**src/rtl/core_hazard_ctrl_if.sv**
```systemverilog
// Stage-status and pipe-register control bundle between the pipeline datapath and core_hazard_ctrl.
// The master side drives the stage status, and the slave side (the hazard unit) drives the pipe-register controls.
interface core_hazard_ctrl_if #(
    parameter int W_REG_ADDR = 5,
    parameter int W_CNT      = 32
);
    logic [W_REG_ADDR-1:0] i_hz_id_rs1;
    logic [W_REG_ADDR-1:0] i_hz_id_rs2;
    logic                  i_hz_id_rs1_used;
    logic                  i_hz_id_rs2_used;
    logic [W_REG_ADDR-1:0] i_hz_ex_rd;
    logic                  i_hz_ex_is_load;
    logic                  i_hz_ex_br_taken;
    logic                  i_hz_ex_mcyc;
    logic                  i_hz_mem_req;
    logic                  i_hz_mem_ack;
    logic                  i_hz_cnt_clr;

    logic                  o_hz_pc_en_n;
    logic                  o_hz_ifid_en_n;
    logic                  o_hz_ifid_clr;
    logic                  o_hz_idex_en_n;
    logic                  o_hz_idex_clr;
    logic                  o_hz_exmem_en_n;
    logic                  o_hz_exmem_clr;
    logic                  o_hz_memwb_en_n;
    logic                  o_hz_memwb_clr;
    logic [W_CNT-1:0]      o_hz_stall_cnt;

    modport master (
        output i_hz_id_rs1, i_hz_id_rs2, i_hz_id_rs1_used, i_hz_id_rs2_used,
        output i_hz_ex_rd, i_hz_ex_is_load, i_hz_ex_br_taken, i_hz_ex_mcyc,
        output i_hz_mem_req, i_hz_mem_ack, i_hz_cnt_clr,
        input  o_hz_pc_en_n, o_hz_ifid_en_n, o_hz_ifid_clr, o_hz_idex_en_n, o_hz_idex_clr,
        input  o_hz_exmem_en_n, o_hz_exmem_clr, o_hz_memwb_en_n, o_hz_memwb_clr,
        input  o_hz_stall_cnt
    );

    modport slave (
        input  i_hz_id_rs1, i_hz_id_rs2, i_hz_id_rs1_used, i_hz_id_rs2_used,
        input  i_hz_ex_rd, i_hz_ex_is_load, i_hz_ex_br_taken, i_hz_ex_mcyc,
        input  i_hz_mem_req, i_hz_mem_ack, i_hz_cnt_clr,
        output o_hz_pc_en_n, o_hz_ifid_en_n, o_hz_ifid_clr, o_hz_idex_en_n, o_hz_idex_clr,
        output o_hz_exmem_en_n, o_hz_exmem_clr, o_hz_memwb_en_n, o_hz_memwb_clr,
        output o_hz_stall_cnt
    );
endinterface

```
**src/rtl/core_hazard_ctrl.sv**
```systemverilog
// Pipeline hazard unit: load-use stalls, branch flushes, multi-cycle EX stalls, memory-wait stalls and a stall-cycle counter.
// Controls are combinational from FSM state and stage status, so the pipe registers act on them at the next edge.
module core_hazard_ctrl #(
    parameter int W_REG_ADDR = 5,
    parameter int N_MCYC     = 8,
    parameter int W_CNT      = 32
) (
    input  logic              i_hz_clk,
    input  logic              i_hz_rst,
    core_hazard_ctrl_if.slave hz
);

    typedef enum logic {M_IDLE, M_WAIT} mem_st_e;
    typedef enum logic {E_RUN, E_MCYC} ex_st_e;

    localparam logic [7:0] MC_INIT = 8'(N_MCYC - 2);

    mem_st_e          mem_st_q, mem_st_d;
    ex_st_e           ex_st_q, ex_st_d;
    logic [7:0]       mc_cnt_q, mc_cnt_d;
    logic [W_CNT-1:0] stall_cnt_q, stall_cnt_d;

    logic mem_stall;
    logic mc_stall;
    logic rs1_hit;
    logic rs2_hit;
    logic load_use;

    logic pc_en_n;
    logic ifid_en_n, ifid_clr;
    logic idex_en_n, idex_clr;
    logic exmem_en_n, exmem_clr;
    logic memwb_en_n, memwb_clr;

    always_comb begin
        mem_stall = ((mem_st_q == M_IDLE) && hz.i_hz_mem_req && !hz.i_hz_mem_ack) ||
                    ((mem_st_q == M_WAIT) && !hz.i_hz_mem_ack);
        mc_stall  = ((ex_st_q == E_RUN) && hz.i_hz_ex_mcyc && !mem_stall) ||
                    ((ex_st_q == E_MCYC) && (mc_cnt_q != 8'd0));
        rs1_hit   = hz.i_hz_id_rs1_used && (hz.i_hz_id_rs1 == hz.i_hz_ex_rd);
        rs2_hit   = hz.i_hz_id_rs2_used && (hz.i_hz_id_rs2 == hz.i_hz_ex_rd);
        load_use  = hz.i_hz_ex_is_load && (hz.i_hz_ex_rd != '0) && (rs1_hit || rs2_hit);
    end

    // A taken branch outranks load-use: the instruction waiting in ID is wrong-path anyway.
    always_comb begin
        pc_en_n    = 1'b0;
        ifid_en_n  = 1'b0;
        ifid_clr   = 1'b0;
        idex_en_n  = 1'b0;
        idex_clr   = 1'b0;
        exmem_en_n = 1'b0;
        exmem_clr  = 1'b0;
        memwb_en_n = 1'b0;
        memwb_clr  = 1'b0;
        if (i_hz_rst) begin
            pc_en_n    = 1'b1;
            ifid_en_n  = 1'b1;
            ifid_clr   = 1'b1;
            idex_en_n  = 1'b1;
            idex_clr   = 1'b1;
            exmem_en_n = 1'b1;
            exmem_clr  = 1'b1;
            memwb_en_n = 1'b1;
            memwb_clr  = 1'b1;
        end else if (mem_stall) begin
            pc_en_n    = 1'b1;
            ifid_en_n  = 1'b1;
            idex_en_n  = 1'b1;
            exmem_en_n = 1'b1;
            memwb_clr  = 1'b1;
        end else if (mc_stall) begin
            pc_en_n    = 1'b1;
            ifid_en_n  = 1'b1;
            idex_en_n  = 1'b1;
            exmem_clr  = 1'b1;
        end else if (hz.i_hz_ex_br_taken) begin
            ifid_clr   = 1'b1;
            idex_clr   = 1'b1;
        end else if (load_use) begin
            pc_en_n    = 1'b1;
            ifid_en_n  = 1'b1;
            idex_clr   = 1'b1;
        end
    end

    always_comb begin
        mem_st_d = mem_st_q;
        case (mem_st_q)
            M_IDLE:  if (hz.i_hz_mem_req && !hz.i_hz_mem_ack) mem_st_d = M_WAIT;
            M_WAIT:  if (hz.i_hz_mem_ack) mem_st_d = M_IDLE;
            default: mem_st_d = M_IDLE;
        endcase
    end

    // The EX sequencer only advances on cycles the memory stage is not holding the pipe.
    always_comb begin
        ex_st_d  = ex_st_q;
        mc_cnt_d = mc_cnt_q;
        if (!mem_stall) begin
            case (ex_st_q)
                E_RUN: begin
                    if (hz.i_hz_ex_mcyc) begin
                        ex_st_d  = E_MCYC;
                        mc_cnt_d = MC_INIT;
                    end
                end
                E_MCYC: begin
                    if (mc_cnt_q == 8'd0) begin
                        ex_st_d = E_RUN;
                    end else begin
                        mc_cnt_d = mc_cnt_q - 8'd1;
                    end
                end
                default: ex_st_d = E_RUN;
            endcase
        end
    end

    always_comb begin
        stall_cnt_d = stall_cnt_q;
        if (hz.i_hz_cnt_clr) begin
            stall_cnt_d = '0;
        end else if (pc_en_n && (stall_cnt_q != '1)) begin
            stall_cnt_d = stall_cnt_q + 1'b1;
        end
    end

    always_ff @(posedge i_hz_clk or posedge i_hz_rst) begin
        if (i_hz_rst) begin
            mem_st_q    <= M_IDLE;
            ex_st_q     <= E_RUN;
            mc_cnt_q    <= 8'd0;
            stall_cnt_q <= '0;
        end else begin
            mem_st_q    <= mem_st_d;
            ex_st_q     <= ex_st_d;
            mc_cnt_q    <= mc_cnt_d;
            stall_cnt_q <= stall_cnt_d;
        end
    end

    assign hz.o_hz_pc_en_n    = pc_en_n;
    assign hz.o_hz_ifid_en_n  = ifid_en_n;
    assign hz.o_hz_ifid_clr   = ifid_clr;
    assign hz.o_hz_idex_en_n  = idex_en_n;
    assign hz.o_hz_idex_clr   = idex_clr;
    assign hz.o_hz_exmem_en_n = exmem_en_n;
    assign hz.o_hz_exmem_clr  = exmem_clr;
    assign hz.o_hz_memwb_en_n = memwb_en_n;
    assign hz.o_hz_memwb_clr  = memwb_clr;
    assign hz.o_hz_stall_cnt  = stall_cnt_q;

    // The bus only acknowledges a request that is being presented.
    a_ack_has_req: assert property (@(posedge i_hz_clk) disable iff (i_hz_rst)
        hz.i_hz_mem_ack |-> hz.i_hz_mem_req);

endmodule

```
**src/flat_wrapper.sv**
```systemverilog
// flat-port wrapper written by rule: the top's interface ports become plain ports
module core_hazard_ctrl_flat 
#(
    parameter int W_REG_ADDR = 5,
    parameter int N_MCYC     = 8,
    parameter int W_CNT      = 32
)
  (i_hz_clk, i_hz_rst, hz_i_hz_id_rs1, hz_i_hz_id_rs2, hz_i_hz_id_rs1_used, hz_i_hz_id_rs2_used, hz_i_hz_ex_rd, hz_i_hz_ex_is_load, hz_i_hz_ex_br_taken, hz_i_hz_ex_mcyc, hz_i_hz_mem_req, hz_i_hz_mem_ack, hz_i_hz_cnt_clr, hz_o_hz_pc_en_n, hz_o_hz_ifid_en_n, hz_o_hz_ifid_clr, hz_o_hz_idex_en_n, hz_o_hz_idex_clr, hz_o_hz_exmem_en_n, hz_o_hz_exmem_clr, hz_o_hz_memwb_en_n, hz_o_hz_memwb_clr, hz_o_hz_stall_cnt);
  core_hazard_ctrl_if #(.W_REG_ADDR(W_REG_ADDR), .W_CNT(W_CNT)) hz_i ();
  input  logic i_hz_clk;
  input  logic i_hz_rst;
  input wire logic [$bits(hz_i.i_hz_id_rs1)-1:0] hz_i_hz_id_rs1;
  input wire logic [$bits(hz_i.i_hz_id_rs2)-1:0] hz_i_hz_id_rs2;
  input wire logic [$bits(hz_i.i_hz_id_rs1_used)-1:0] hz_i_hz_id_rs1_used;
  input wire logic [$bits(hz_i.i_hz_id_rs2_used)-1:0] hz_i_hz_id_rs2_used;
  input wire logic [$bits(hz_i.i_hz_ex_rd)-1:0] hz_i_hz_ex_rd;
  input wire logic [$bits(hz_i.i_hz_ex_is_load)-1:0] hz_i_hz_ex_is_load;
  input wire logic [$bits(hz_i.i_hz_ex_br_taken)-1:0] hz_i_hz_ex_br_taken;
  input wire logic [$bits(hz_i.i_hz_ex_mcyc)-1:0] hz_i_hz_ex_mcyc;
  input wire logic [$bits(hz_i.i_hz_mem_req)-1:0] hz_i_hz_mem_req;
  input wire logic [$bits(hz_i.i_hz_mem_ack)-1:0] hz_i_hz_mem_ack;
  input wire logic [$bits(hz_i.i_hz_cnt_clr)-1:0] hz_i_hz_cnt_clr;
  output wire logic [$bits(hz_i.o_hz_pc_en_n)-1:0] hz_o_hz_pc_en_n;
  output wire logic [$bits(hz_i.o_hz_ifid_en_n)-1:0] hz_o_hz_ifid_en_n;
  output wire logic [$bits(hz_i.o_hz_ifid_clr)-1:0] hz_o_hz_ifid_clr;
  output wire logic [$bits(hz_i.o_hz_idex_en_n)-1:0] hz_o_hz_idex_en_n;
  output wire logic [$bits(hz_i.o_hz_idex_clr)-1:0] hz_o_hz_idex_clr;
  output wire logic [$bits(hz_i.o_hz_exmem_en_n)-1:0] hz_o_hz_exmem_en_n;
  output wire logic [$bits(hz_i.o_hz_exmem_clr)-1:0] hz_o_hz_exmem_clr;
  output wire logic [$bits(hz_i.o_hz_memwb_en_n)-1:0] hz_o_hz_memwb_en_n;
  output wire logic [$bits(hz_i.o_hz_memwb_clr)-1:0] hz_o_hz_memwb_clr;
  output wire logic [$bits(hz_i.o_hz_stall_cnt)-1:0] hz_o_hz_stall_cnt;
  assign hz_i.i_hz_id_rs1 = hz_i_hz_id_rs1;
  assign hz_i.i_hz_id_rs2 = hz_i_hz_id_rs2;
  assign hz_i.i_hz_id_rs1_used = hz_i_hz_id_rs1_used;
  assign hz_i.i_hz_id_rs2_used = hz_i_hz_id_rs2_used;
  assign hz_i.i_hz_ex_rd = hz_i_hz_ex_rd;
  assign hz_i.i_hz_ex_is_load = hz_i_hz_ex_is_load;
  assign hz_i.i_hz_ex_br_taken = hz_i_hz_ex_br_taken;
  assign hz_i.i_hz_ex_mcyc = hz_i_hz_ex_mcyc;
  assign hz_i.i_hz_mem_req = hz_i_hz_mem_req;
  assign hz_i.i_hz_mem_ack = hz_i_hz_mem_ack;
  assign hz_i.i_hz_cnt_clr = hz_i_hz_cnt_clr;
  assign hz_o_hz_pc_en_n = hz_i.o_hz_pc_en_n;
  assign hz_o_hz_ifid_en_n = hz_i.o_hz_ifid_en_n;
  assign hz_o_hz_ifid_clr = hz_i.o_hz_ifid_clr;
  assign hz_o_hz_idex_en_n = hz_i.o_hz_idex_en_n;
  assign hz_o_hz_idex_clr = hz_i.o_hz_idex_clr;
  assign hz_o_hz_exmem_en_n = hz_i.o_hz_exmem_en_n;
  assign hz_o_hz_exmem_clr = hz_i.o_hz_exmem_clr;
  assign hz_o_hz_memwb_en_n = hz_i.o_hz_memwb_en_n;
  assign hz_o_hz_memwb_clr = hz_i.o_hz_memwb_clr;
  assign hz_o_hz_stall_cnt = hz_i.o_hz_stall_cnt;
  core_hazard_ctrl #(.W_REG_ADDR(W_REG_ADDR), .N_MCYC(N_MCYC), .W_CNT(W_CNT)) u_core (.i_hz_clk(i_hz_clk), .i_hz_rst(i_hz_rst), .hz(hz_i));
endmodule
```
**config.mk**
```make
export PLATFORM = sky130hd
export DESIGN_NAME = core_hazard_ctrl_flat
export DESIGN_NICKNAME = d
export VERILOG_FILES = /design/src/rtl/core_hazard_ctrl_if.sv /design/src/rtl/core_hazard_ctrl.sv /design/src/flat_wrapper.sv
export SDC_FILE = /design/constraint.sdc
export NUM_CORES = 1
export LEC_CHECK = 0
export ABC_AREA = 0
export BUFFER_PORTS_ARGS = -buffer_cell sky130_fd_sc_hd__clkbuf_2
export CAP_MARGIN = 20
export CORE_UTILIZATION = 53
export CTS_CLUSTER_DIAMETER = 80
export CTS_CLUSTER_SIZE = 30
export DETAILED_ROUTE_END_ITERATION = 6
export PLACE_DENSITY = 0.79
export SLEW_MARGIN = 30
export SYNTH_ARGS = -nofsm -noshare
export SYNTH_HDL_FRONTEND = slang
export SYNTH_SLANG_ARGS = --single-unit
```
**constraint.sdc**
```tcl
create_clock -name i_hz_clk -period 3.37 [get_ports i_hz_clk]
set_input_delay 0.5055 -clock i_hz_clk [delete_from_list [all_inputs] [get_ports i_hz_clk]]
set_output_delay 0.5055 -clock i_hz_clk [all_outputs]
set_load 0.01 [all_outputs]
```
==> flow_summary_export.csv, run 1 <==
group,metric,value,unit
sta,fmaxAchievable,0.3701,GHz
sta,maxSlewHeadroom,53.72,%
placement,portBuffers,65,
sta,post-route-period-util,80.17,%
final_layout,synthToLayoutAreaGrowth,15.54,%
floorplanning,die_w,72.26,um
critical_path,crit_type,"flop to output port",
synth,synth_fa_ha_area_share,1.435,%
pwr,pwr-share-seq,50.4,%
drt,avgViaCountPerCell,5.962,
pwr,p_leak,1.310,nW
job,maxCapViolations,0,
clock_network,post_cts_buffers,0,
synth,synth_top_area_share,40.17,%
clock_network,cts_resized,0,
pwr,clockPowerShare,25.2,%
drt,dr.pass1.iters,4,
synth,synthCells,296,
critical_path,cp_max_fo,4,
placement,dp_hpwl,4430,um
drt,routedWlPerCell,14.83,um
grt,antenna_found_initial,0,
sta,tightest_slew,0.6942,ns
clock_network,worstSkewPairLatency,0.29,ns
clock_network,cts_root_buffer,"clkbuf_8",
synth,synthSimpleGateAreaFrac,29.27,%
final_layout,nets,383,
min_path,worstHoldPathType,"input pin to asynchronous set/reset pin",
pwr,ir_drop,0.3506,mV
synth,syn-num-nets,324,
grt,overflow,0,
sta,holdWs,0.3631,ns
critical_path,cp_data_required_time,2.86,ns
pwr,netSwitchingPower,0.3908,mW
sta,hold_viol,0,
sta,rsz0062_at_grt,"no",
synth,ys.flop_type,"dfrtp_1",
synth,synth-seq-cells,42,
synth,yosys-top-cells-area,"dfrtp_1, a21oi_1, or4_1",
clock_network,clk_pin_slew,0.08,ns
synth,synth-async-reset-ratio,100.0,%
synth,synth_edf_count,0,
floorplanning,die_h,72.26,um
clock_network,cts_sinks,42,
clock_network,cts_buffers,5,
final_layout,diodes,0,
clock_network,cts_hold_buffers,0,
critical_path,end_kind,"output port",
sta,skew,0.004959,ns
floorplanning,core,4723,um2
grt,grt_max_degree,45,
sta,fin_tns_setup,0,ns
pwr,switching_share,32.01,%
sta,finalSetupViolCount,0,
drt,finalWirelength,6258,um
drt,drtAntennaViolNets,0,
final_layout,drive_above_1_share,23.94,%
synth,synth_compound_gate_area_share,17.50,%
clock_network,cts_buffer_depth,2,
synth,syn_area_per_cell,8.839,um2
grt,track_usage,24.75,%
critical_path,worst-r2r-cell-count,9,
synth,synthMuxAreaShare,0.8608,%
synth,synth_top_family_by_area,"simple AND/OR/NAND/NOR gates",
grt,grt_pass1_vias,2209,
synth,synthDistinctLibCells,50,
drt,vias,2516,
critical_path,cp.arrival,2.20,ns
pwr,p_comb_share,24.3,%
drt,drc,0,
pwr,p_per_area,403.9,nW/um2
clock_network,cts.htree.levels,2,
drt,drt-initial-drc-count,200,
synth,syn_area,2616,um2
status,outcome,"complete, no violations",
grt,grt_pass1_wl,10250,um
pwr,p_int,0.8300,mW
clock_network,cts_tree,"yes",
floorplanning,io_pins,66,
synth,ys_seq_area_share,40.17,%
floorplanning,num_rows,25,
floorplanning,dieArea,5222,um2
critical_path,start_kind,"flop",
sta,final-max-slew-violation-count,0,
synth,yosysWarnings,0,
sta,finalCriticalPeriod,2.702,ns
placement,place_congestion,0.8324,
synth,yosys.area.top_type,"dfrtp_1",
synth,synth_xor_area_share,5.022,%
floorplanning,initial_utilization,55.39,%
==> metal layers <==
layer	track usage [%]	share of wire (%)
met5	0	0
met4	6.100	0.66
met3	5.139	4.2
met2	38.94	50
met1	35.00	45
==> critical path, stage by stage, from the launching register on <==
cell	delay, ns
dfrtp_1	0.39
inv_1	0.13
ha_1	0.18
nor4bb_1	0.42
a21oi_1	0.12
or2_1	0.28
a21oi_4	0.15
inv_1	0.10
clkbuf_2	0.13
==> power by group through the flow <==
stage                     logic (mW)  registers [mW]  clock network [mW]
after floorplan                0.216           0.616                   0
after global placement         0.284           0.622                   0
after detailed placement       0.296           0.623                   0
after CTS                      0.298           0.615               0.316
after global routing           0.334           0.623               0.337
final                          0.297           0.616               0.308
==> worst paths after layout <==
| path | start | to | slack (ns) |
|---|---|---|---|
| hold reg to reg | u_core.mc_cnt_q[5] | u_core.mc_cnt_q[5] | 0.56 |
| hold / removal | i_hz_rst | u_core.mc_cnt_q[7] | 0.36 |
| setup / recovery | u_core.mc_cnt_q[0] | hz_o_hz_pc_en_n | 0.67 |
| setup reg to reg | u_core.mc_cnt_q[0] | u_core.hz.o_hz_stall_cnt[11] | 0.82 |
| min in group i_hz_clk | hz_i_hz_ex_mcyc | u_core.mc_cnt_q[2] | 0.55 |
| max in group asynchronous | i_hz_rst | u_core.hz.o_hz_stall_cnt[4] | 2.64 |
==> sequential cells by signal, indices dropped and copies added (netlist names) <==
signal and cells:
u_core.hz.o_hz_stall_cnt 32, u_core.mem_st_q 1, u_core.ex_st_q 1, u_core.mc_cnt_q 8
==> synth_stat cells, types with 2 or more instances <==
cell type  instances
o22ai_1            2
nand2_1           20
nor2_1            13
xor2_1             3
xnor2_1           12
nand3_1           12
nand4_1           18
nor3_1             5
o21ai_0           17
nor2b_1            4
a21oi_1           34
or3_1             13
clkbuf_2           2
dfrtp_1           42
buf_2              3
and3_1            10
or4_1             16
ha_1               3
and2_1             2
buf_4              6
inv_1              9
clkbuf_1           4
and4_1             4
o31ai_1           15
or3_2              2
==> cells by family after synthesis <==
logic type	Yosys count
flops	42
fa+ha+maj	3
buf+inv	27
simple gates	130
compound gates	77
mux	2
xor+xnor	15
==> layout make-up <==
type                       count  area (um2)
tap                           67       83.83
inverter                       9       33.78
sequential                    42        1051
timing repair buffer          70       362.8
multi-input combinational    227        1415
clock buffer                   7       76.32
fill                         423        1700
==> metrics by stage <==
stage                     utilization (%)  power (mW)  cells  worst slack [ns]  cell area, um2
final                               64.00       1.221    422            0.6681            3023
after global routing                64.00       1.294    422            0.5009            3023
after CTS                           64.00       1.228    422            0.6786            3023
after detailed placement            62.38      0.9195    415            0.8760            2947
after global placement              62.38      0.9058    415            0.9442            2947
after floorplan                         -      0.8312    296            0.1681            2616
==> cells in the final DEF, fill, tap and decap left out, types with 2 or more instances in the layout <==
master | netlist | final
a21oi_1 | 34 | 34
xnor2_1 | 12 | 12
clkbuf_2 | 2 | 65
and2_1 | 2 | 2
nand4_1 | 18 | 18
xor2_1 | 3 | 3
nor2_1 | 13 | 13
nor3_1 | 5 | 5
clkbuf_8 | 0 | 5
buf_4 | 6 | 5
o31ai_1 | 15 | 15
clkbuf_1 | 4 | 2
and4_1 | 4 | 4
dfrtp_1 | 42 | 42
o21ai_0 | 17 | 17
inv_1 | 9 | 8
o22ai_1 | 2 | 2
and3_1 | 10 | 10
or3_1 | 13 | 13
nand2_1 | 20 | 20
or4_1 | 16 | 16
nor2b_1 | 4 | 4
or3_2 | 2 | 2
nand3_1 | 12 | 12
ha_1 | 3 | 3
Power figures use the tool's default switching activity.
==> run 2: changes to the inputs <==
- clock period: 3.37 -> 2.6 ns (I/O delays scaled with it)
==> run 2 against run 1 <==
  * Clock skew up 0.0047 ns
  * Register-to-register slack worse by 0.53 ns
  * Sequential power up 31%
  * Final area up 2.9%
  * Sequential share of layout area down 0.98 points
  * Critical path depth down 1
  * Global-route usage up 1.1 points
  * Clock power up 44%
  * Highest routed layer unchanged
  * Critical endpoint is now hz_o_hz_idex_clr
  * Via count up 1.4%
  * Routed wire length down 0.94%
==> flow_summary_export.csv, run 2 (synthesized netlist as in run 1, its figures left out) <==
group,metric,value,unit
final_layout,diodes,0,
placement,portBuffers,65,
floorplanning,core,4723,um2
sta,finalSetupViolCount,0,
critical_path,cp_max_fo,5,
final_layout,largest_register_ffs,32,
grt,antenna_found_initial,0,
grt,track_usage,25.86,%
sta,holdWs,0.2645,ns
clock_network,cts_hold_buffers,0,
critical_path,start_kind,"flop",
drt,vias,2552,
pwr,p_comb_share,24.7,%
sta,final-max-slew-violation-count,0,
sta,tightest_slew,0.5774,ns
final_layout,final_common_cell,"clkbuf_2",
grt,grt_pass1_wl,10710,um
drt,drtAntennaViolNets,0,
status,outcome,"complete, no violations",
pwr,netSwitchingPower,0.5398,mW
critical_path,crit_type,"flop to output port",
sta,hold_viol,0,
grt,overflow,0,
pwr,p_leak,1.357,nW
clock_network,cts_buffers,5,
sta,rsz0062_at_grt,"no",
clock_network,clk_pin_slew,0.08,ns
placement,dp_hpwl,4351,um
pwr,p_int,1.124,mW
pwr,ir_drop,0.4110,mV
drt,finalWirelength,6199,um
final_layout,synthToLayoutAreaGrowth,18.89,%
clock_network,cts_sinks,42,
drt,avgViaCountPerCell,5.963,
drt,dr.pass1.iters,4,
sta,finalCriticalPeriod,2.400,ns
drt,routedWlPerCell,14.48,um
min_path,worstHoldPathType,"input pin to asynchronous set/reset pin",
critical_path,cp_data_required_time,2.21,ns
final_layout,drive_above_1_share,26.59,%
grt,grt_pass1_vias,2380,
clock_network,cts_tree,"yes",
floorplanning,die_w,72.26,um
floorplanning,die_h,72.26,um
clock_network,cts_buffer_depth,2,
floorplanning,io_pins,66,
drt,drc,0,
pwr,clockPowerShare,26.7,%
critical_path,cp.arrival,2.01,ns
sta,fmaxAchievable,0.4166,GHz
pwr,switching_share,32.44,%
final_layout,fillers,403,
sta,maxSlewHeadroom,61.21,%
sta,post-route-period-util,92.32,%
sta,fin_tns_setup,0,ns
drt,drt-initial-drc-count,180,
critical_path,end_kind,"output port",
clock_network,cts_root_buffer,"clkbuf_8",
job,maxCapViolations,0,
pwr,p_per_area,535.0,nW/um2
floorplanning,num_rows,25,
final_layout,mostFrequentLayoutCells,"clkbuf_2, dfrtp_1, a21oi_1, nand2_1, nand4_1",
pwr,pwr-share-seq,48.6,%
placement,place_congestion,0.8205,
floorplanning,initial_utilization,55.39,%
final_layout,nets,388,
sta,skew,0.009656,ns
clock_network,worstSkewPairLatency,0.30,ns
clock_network,cts.htree.levels,2,
floorplanning,dieArea,5222,um2
grt,grt_max_degree,45,
run 2: cell count changes in the layout (fill, tap and decap cells not counted), sizes merged:
cell,change
buf,+5
clkinvlp,+1
run 2: per-layer routing:
| layer | track usage (%) | up-vias | routed length, um |
|---|---|---|---|
| met5 | 0 | - | 0 |
| met4 | 8.279 | 0 | 49 |
| met3 | 4.722 | 6 | 247 |
| met2 | 43.30 | 54 | 3169 |
| met1 | 33.96 | 1247 | 2731 |
| li1 | - | 1245 | - |
run 2: timing repair:
item	in CTS	in global routing
pin swaps	0	1
buffers inserted	1	0
setup endpoints to repair	2	14
gates resized for setup	1	4
run 2: worst max-delay path, cell delays in order (launching register included):
cell      delay, ns
dfrtp_1        0.43
nor3_1         0.28
nand2b_1       0.17
o41ai_2        0.33
and3_1         0.23
o21ai_0        0.08
nand2_1        0.06
clkbuf_2       0.14
run 2: metrics by stage:
step | area [um2] | util (%) | setup slack (ns) | instances | power (mW)
after floorplan | 2620 | - | 0.02717 | 296 | 1.078
after detailed placement | 2980 | 63.10 | 0.2064 | 419 | 1.190
after CTS | 3085 | 65.32 | 0.1292 | 428 | 1.645
final | 3110 | 65.85 | 0.1997 | 428 | 1.664
after global routing | 3110 | 65.85 | 0.05489 | 428 | 1.763
after global placement | 2980 | 63.10 | 0.3216 | 419 | 1.174
run 2: path summary, 6_finish.rpt:
| path | start | end | slack (ns) | cells past startpoint |
|---|---|---|---|---|
| min in group i_hz_clk | hz_i_hz_ex_mcyc | u_core.mc_cnt_q[2] | 0.43 | 3 |
| max | u_core.mc_cnt_q[2] | hz_o_hz_idex_clr | 0.20 | 7 |
| min reg2reg | u_core.mc_cnt_q[1] | u_core.mc_cnt_q[1] | 0.56 | 2 |
| max reg2reg | u_core.mc_cnt_q[0] | u_core.hz.o_hz_stall_cnt[25] | 0.29 | 10 |
| max in group asynchronous | i_hz_rst | u_core.hz.o_hz_stall_cnt[12] | 1.94 | 3 |
| min | i_hz_rst | u_core.mem_st_q | 0.26 | 3 |
run 2: cell type report:
class | instances | area [um2] | area share (%)
Multi-Input combinational cell | 227 | 1443 | 46.38
Sequential cell | 42 | 1051 | 33.79
Timing Repair Buffer | 75 | 404.1 | 12.99
Clock buffer | 7 | 86.33 | 2.776
Tap cell | 67 | 83.83 | 2.695
Inverter | 9 | 37.54 | 1.207
Clock inverter | 1 | 5.005 | 0.1609
run 2: power groups by stage:
stage / clock network, mW / logic (mW) / registers (mW)
after detailed placement: 0 / 0.380 / 0.809
after floorplan: 0 / 0.280 / 0.798
final: 0.445 / 0.410 / 0.809
after global placement: 0 / 0.368 / 0.806
after CTS: 0.457 / 0.388 / 0.800
after global routing: 0.476 / 0.466 / 0.821
